===== src/rtl/shift_unit_if.sv =====
// Request/response bus of the shift unit: valid/ready request carrying op, amount and
// load data, and a valid/ready response carrying the data register.
interface shift_unit_if #(
  parameter int WIDTH = 8
);
  localparam int AMT_W = $clog2(WIDTH) + 1;

  logic             req_valid;
  logic             req_ready;
  logic [2:0]       req_op;
  logic [AMT_W-1:0] req_amt;
  logic [WIDTH-1:0] req_data;
  logic             resp_valid;
  logic             resp_ready;
  logic [WIDTH-1:0] resp_data;

  modport master (
    output req_valid, req_op, req_amt, req_data, resp_ready,
    input  req_ready, resp_valid, resp_data
  );

  modport slave (
    input  req_valid, req_op, req_amt, req_data, resp_ready,
    output req_ready, resp_valid, resp_data
  );
endinterface


===== src/rtl/shift_unit.sv =====
// Multi-cycle WIDTH-bit shifter, one 1-bit step per clock, valid/ready request/response.
// Define SHIFT_UNIT_SOUT_EN to add the registered serial output 'sout'.
module shift_unit #(
  parameter int WIDTH = 8
) (
  input  logic clk,
  input  logic rst,
  input  logic sin,
`ifdef SHIFT_UNIT_SOUT_EN
  output logic sout,
`endif
  shift_unit_if.slave bus
);
  localparam int AMT_W = $clog2(WIDTH) + 1;
  localparam logic [AMT_W-1:0] W_AMT = AMT_W'(WIDTH);

  localparam logic [2:0] OP_CLEAR = 3'b000;
  localparam logic [2:0] OP_LOAD  = 3'b001;
  localparam logic [2:0] OP_LSR   = 3'b010;
  localparam logic [2:0] OP_LSL   = 3'b011;
  localparam logic [2:0] OP_ASR   = 3'b100;
  localparam logic [2:0] OP_SIN   = 3'b101;
  localparam logic [2:0] OP_ROR   = 3'b110;
  localparam logic [2:0] OP_ROL   = 3'b111;

  typedef enum logic [1:0] {
    IDLE = 2'd0,
    BUSY = 2'd1,
    DONE = 2'd2
  } state_t;

  state_t           state, state_d;
  logic [WIDTH-1:0] r, r_d;
  logic [AMT_W-1:0] cnt, cnt_d;
  logic [2:0]       op_q, op_d;
  logic [AMT_W-1:0] n_eff;

  function automatic logic [WIDTH-1:0] step_fn(input logic [2:0] op,
                                               input logic [WIDTH-1:0] v,
                                               input logic s);
    logic [WIDTH-1:0] res;
    case (op)
      OP_LSR:  res = {1'b0, v[WIDTH-1:1]};
      OP_LSL:  res = {v[WIDTH-2:0], 1'b0};
      OP_ASR:  res = {v[WIDTH-1], v[WIDTH-1:1]};
      OP_SIN:  res = {s, v[WIDTH-1:1]};
      OP_ROR:  res = {v[0], v[WIDTH-1:1]};
      OP_ROL:  res = {v[WIDTH-2:0], v[WIDTH-1]};
      default: res = v;
    endcase
    return res;
  endfunction

  // Amounts beyond the register width collapse to WIDTH steps.
  assign n_eff = (bus.req_amt > W_AMT) ? W_AMT : bus.req_amt;

  always_ff @(posedge clk) begin
    if (rst) begin
      state <= IDLE;
      r     <= '0;
      cnt   <= '0;
      op_q  <= OP_CLEAR;
    end else begin
      state <= state_d;
      r     <= r_d;
      cnt   <= cnt_d;
      op_q  <= op_d;
    end
  end

  // The first step happens on the accepting edge, so BUSY only covers the remaining N-1.
  always_comb begin
    state_d = state;
    r_d     = r;
    cnt_d   = cnt;
    op_d    = op_q;
    case (state)
      IDLE: begin
        if (bus.req_valid) begin
          op_d = bus.req_op;
          if (bus.req_op == OP_CLEAR) begin
            r_d     = '0;
            state_d = DONE;
          end else if (bus.req_op == OP_LOAD) begin
            r_d     = bus.req_data;
            state_d = DONE;
          end else if (n_eff == '0) begin
            state_d = DONE;
          end else begin
            r_d = step_fn(bus.req_op, r, sin);
            if (n_eff == AMT_W'(1)) begin
              state_d = DONE;
            end else begin
              cnt_d   = n_eff - AMT_W'(1);
              state_d = BUSY;
            end
          end
        end
      end
      BUSY: begin
        r_d   = step_fn(op_q, r, sin);
        cnt_d = cnt - AMT_W'(1);
        if (cnt == AMT_W'(1)) begin
          state_d = DONE;
        end
      end
      DONE: begin
        if (bus.resp_ready) begin
          state_d = IDLE;
        end
      end
      default: state_d = IDLE;
    endcase
  end

  assign bus.req_ready  = (state == IDLE);
  assign bus.resp_valid = (state == DONE);
  assign bus.resp_data  = r;

`ifdef SHIFT_UNIT_SOUT_EN
  logic       step_now;
  logic [2:0] step_op;

  always_comb begin
    step_now = 1'b0;
    step_op  = op_q;
    if (state == BUSY) begin
      step_now = 1'b1;
    end else if (state == IDLE && bus.req_valid &&
                 bus.req_op != OP_CLEAR && bus.req_op != OP_LOAD && n_eff != '0) begin
      step_now = 1'b1;
      step_op  = bus.req_op;
    end
  end

  // Capture the bit that falls off the register on each step; hold it otherwise.
  always_ff @(posedge clk) begin
    if (rst) begin
      sout <= 1'b0;
    end else if (step_now) begin
      sout <= (step_op == OP_LSL || step_op == OP_ROL) ? r[WIDTH-1] : r[0];
    end
  end
`endif
endmodule

===== src/flat_wrapper.sv =====
// flat-port wrapper written by rule: the top's interface ports become plain ports
module shift_unit_flat 
#(
  parameter int WIDTH = 8
)
  (clk, rst, sin, bus_req_valid, bus_req_op, bus_req_amt, bus_req_data, bus_resp_ready, bus_req_ready, bus_resp_valid, bus_resp_data);
  shift_unit_if #(.WIDTH(WIDTH)) bus_i ();
  input  logic clk;
  input  logic rst;
  input  logic sin;
  input wire logic [$bits(bus_i.req_valid)-1:0] bus_req_valid;
  input wire logic [$bits(bus_i.req_op)-1:0] bus_req_op;
  input wire logic [$bits(bus_i.req_amt)-1:0] bus_req_amt;
  input wire logic [$bits(bus_i.req_data)-1:0] bus_req_data;
  input wire logic [$bits(bus_i.resp_ready)-1:0] bus_resp_ready;
  output wire logic [$bits(bus_i.req_ready)-1:0] bus_req_ready;
  output wire logic [$bits(bus_i.resp_valid)-1:0] bus_resp_valid;
  output wire logic [$bits(bus_i.resp_data)-1:0] bus_resp_data;
  assign bus_i.req_valid = bus_req_valid;
  assign bus_i.req_op = bus_req_op;
  assign bus_i.req_amt = bus_req_amt;
  assign bus_i.req_data = bus_req_data;
  assign bus_i.resp_ready = bus_resp_ready;
  assign bus_req_ready = bus_i.req_ready;
  assign bus_resp_valid = bus_i.resp_valid;
  assign bus_resp_data = bus_i.resp_data;
  shift_unit #(.WIDTH(WIDTH)) u_core (.clk(clk), .rst(rst), .sin(sin), .bus(bus_i));
endmodule

===== config.mk =====
export PLATFORM = sky130hd
export DESIGN_NAME = shift_unit_flat
export DESIGN_NICKNAME = d
export VERILOG_FILES = /design/src/rtl/shift_unit_if.sv /design/src/rtl/shift_unit.sv /design/src/flat_wrapper.sv
export SDC_FILE = /design/constraint.sdc
export NUM_CORES = 1
export LEC_CHECK = 0
export CAP_MARGIN = 15
export CORE_MARGIN = 2
export CORE_UTILIZATION = 56
export CTS_BUF_LIST = sky130_fd_sc_hd__clkbuf_8
export CTS_CLUSTER_SIZE = 10
export DETAILED_ROUTE_END_ITERATION = 7
export MAX_ROUTING_LAYER = met4
export PLACE_DENSITY = 0.95
export SLEW_MARGIN = 15
export SYNTH_ARGS = -nofsm -noshare
export SYNTH_HDL_FRONTEND = slang
export SYNTH_SLANG_ARGS = --single-unit

===== constraint.sdc =====
create_clock -name clk -period 3.9 [get_ports clk]
set_input_delay 0.39 -clock clk [delete_from_list [all_inputs] [get_ports clk]]
set_output_delay 0.39 -clock clk [all_outputs]
set_load 0.02 [all_outputs]

==> out/qor.yml <==
finish:
  nets: 212
  layout.cells.non_filler: 214
  diodes: 0
  fin_util: 0.742
  drive_above_1_share: 0.0860
  area_growth_pct: 23.7
synth:
  yosys_warnings: 0
  synth.most_common_cell: "dfxtp_1"
  synth_nets: 188
  ys_ff_latch: 17
  synth_edf_count: 0
  yosysSeqAreaShare: 0.252
  syn_area_per_cell_um2: 8.30
  synth.top_cell.area_share: 0.252
  synth-main-ff-cell: "dfxtp_1"
  async_flop_share: 0
  synth_area_leaders: "dfxtp_1, mux2i_1, ha_1"
  synth.cell_area_um2: 1350
  synth.largest_area_cell: "dfxtp_1"
  synth_cell_types: 46
  synth_top_cells_by_count: "dfxtp_1, a21oi_1, mux2i_1, nor2_1"
  synthCells: 163
timing:
  slew_violations: 0
  fin_crit_ns: 2.23
  layout_setup_ws_ns: 1.67
  rsz0062_at_grt: "no"
  relSlewSlack: 0.532
  setup_viol: 0
  finClkSkew_ns: 0.00255
  tightest_slew_ns: 0.699
  setup_tns_ns: 0
  period_share: 0.571
  finalHoldViolations: 0
  fmax_mhz: 449
clock_tree:
  cts_sinks: 17
  cts-root-buf: "clkbuf_8"
  cts_setup_buffers: 0
  htree_levels: 1
  cts_resized: 0
  path_clk_slew_ns: 0.07
  cts_max_path_buffers: 2
  cts_tree: "done"
  clk_latency_ns: 0.26
  postCtsHoldBufs: 0
  numCtsBuffers: 3
die:
  core_area_um2: 2250
  die_w_um: 53.1
  die_area_um2: 2820
  die_height_um: 53.1
  start_util: 0.600
  rows: 17
  pin_count: 30
placement:
  dp_slack_ns: 1.41
  place_hpwl_um: 2710
  routabilityCongestion: 0.853
  port_buffers: 29
  placedCellCount: 210
route:
  wire_per_inst_um: 17.3
  drt_pass1_iterations: 4
  vias_per_cell: 6.69
  drt_wl_total_um: 3700
  num_vias: 1432
  first_iter_violations: 67
  antenna_left: 0
  drcViolationCount: 0
grt:
  grtUsageTotal: 0.299
  overflow: 0
  antenna_found_initial: 0
  grt_max_degree: 21
  first_global_vias: 1320
  grt_first_pass_wirelength_um: 5950
worst_setup_path:
  startpoint: "bus_req_amt[3]"
  critPathLaunchType: "input port"
  rr_worst_depth: 4
  critPathKind: "input port to flip-flop"
  worst_r2r_startpoint: "u_core.state[0]$_SDFFE_PP0P_"
  required_ns: 4.02
  cp_max_fo: 7
  r2r-end: "u_core.bus.resp_data[5]$_SDFFE_PP0P_"
  critPathCaptureType: "flip-flop"
  critPathCapture: "u_core.cnt[3]$_SDFFE_PP0P_"
  reg2reg_slack_ns: 2.23
  arrival_ns: 2.35
pwr:
  power_leakage_nw: 0.663
  powerDensity_nw_per_um2: 355
  max-vdd-ir-drop_mv: 0.302
flow_run:
  cap_violations: 0
status:
  outcome: "finished clean"
min_path:
  hp-class: "flip-flop to flip-flop"
[kinds of logic after synthesis]
group / after synthesis / share of synthesized area
AO/OA/AOI/OAI: 55 / 0.306
AND/OR/NAND/NOR: 52 / 0.218
buffers and inverters: 19 / 0.0648
flip-flops: 17 / 0.252
multiplexers: 14 / 0.106
adder cells (fa/ha/maj): 5 / 0.0463
XOR/XNOR: 1 / 0.00648
[sequential cells by signal (all words and copies together) (netlist names)]
signal,flops
u_core.bus.resp_data,8
u_core.cnt,4
u_core.op_q,3
u_core.state,2
[layout make-up]
type | count | area (µm²)
multi-input cells | 127 | 925
fillers | 172 | 582
flip-flops and latches | 17 | 340
repair buffers | 30 | 298
clock buffers | 3 | 41.3
well taps | 28 | 35.0
inverters | 8 | 30.0
clock inverters | 1 | 3.75
[stage by stage]
| step | hold slack, ns | total power, mW | instance area (µm²) |
|---|---|---|---|
| floorplan | 0.528 | 0.382 | 1350 |
| global placement | 0.530 | 0.447 | 1630 |
| detailed placement | 0.535 | 0.457 | 1630 |
| CTS | 0.542 | 0.594 | 1670 |
| global route | 0.579 | 0.629 | 1670 |
| finish | 0.551 | 0.594 | 1670 |
[layout by cell type (no fill, tap or decap), types with 2 or more instances in the layout]
cell type and count:
ha_1 5, nor2b_1 5, mux2i_1 11, clkdlybuf4s50_1 29
o311ai_0 2, a31oi_1 2, inv_1 9, dfxtp_1 17
nand4b_1 2, o21ai_0 6, and3_1 4, nand2b_1 7
a211oi_1 3, nand2_1 6, nand3_1 6, o32ai_1 2
o22ai_1 6, a22o_1 3, or2b_1 2, a32oi_1 4
a41o_1 2, a21oi_1 11, mux2_2 3, nor3_1 2
or2_2 2, a21o_1 3, a31o_2 2, nor2_1 10
clkbuf_8 3
[worst min-delay path by stage]
stage,start,endpoint,slack [ns],cells past startpoint
after floorplan,u_core.cnt[1]$_SDFFE_PP0P_,u_core.cnt[1]$_SDFFE_PP0P_,0.53,2
after global placement,u_core.bus.resp_data[2]$_SDFFE_PP0P_,u_core.bus.resp_data[2]$_SDFFE_PP0P_,0.53,2
after detailed placement,u_core.bus.resp_data[2]$_SDFFE_PP0P_,u_core.bus.resp_data[2]$_SDFFE_PP0P_,0.53,2
after CTS,u_core.bus.resp_data[2]$_SDFFE_PP0P_,u_core.bus.resp_data[2]$_SDFFE_PP0P_,0.54,2
after global routing,u_core.cnt[1]$_SDFFE_PP0P_,u_core.cnt[1]$_SDFFE_PP0P_,0.58,2
final,u_core.bus.resp_data[2]$_SDFFE_PP0P_,u_core.bus.resp_data[2]$_SDFFE_PP0P_,0.55,2
[layer usage]
layer | wire, µm | share of wire | vias up | track usage
met5 | 0 | 0 | - | -
met4 | 75 | 0.020 | 0 | 0.120
met3 | 318 | 0.086 | 9 | 0.0678
met2 | 1870 | 0.51 | 75 | 0.515
met1 | 1440 | 0.39 | 682 | 0.333
li1 | - | - | 666 | -
[critical path: stages]
cell             delay, ns
clkdlybuf4s50_1       0.61
nand2b_1              0.21
ha_1                  0.22
nor2_1                0.09
o311ai_2              0.46
mux2i_1               0.27
o32ai_1               0.09
[power by group]
| group | total (mW) | internal [mW] | switching, mW |
|---|---|---|---|
| Combinational | 0.225 | 0.116 | 0.109 |
| Clock | 0.137 | 0.0702 | 0.0670 |
| Sequential | 0.232 | 0.196 | 0.0359 |
| Total | 0.594 | 0.382 | 0.212 |
(Power assumes the default switching activity.)
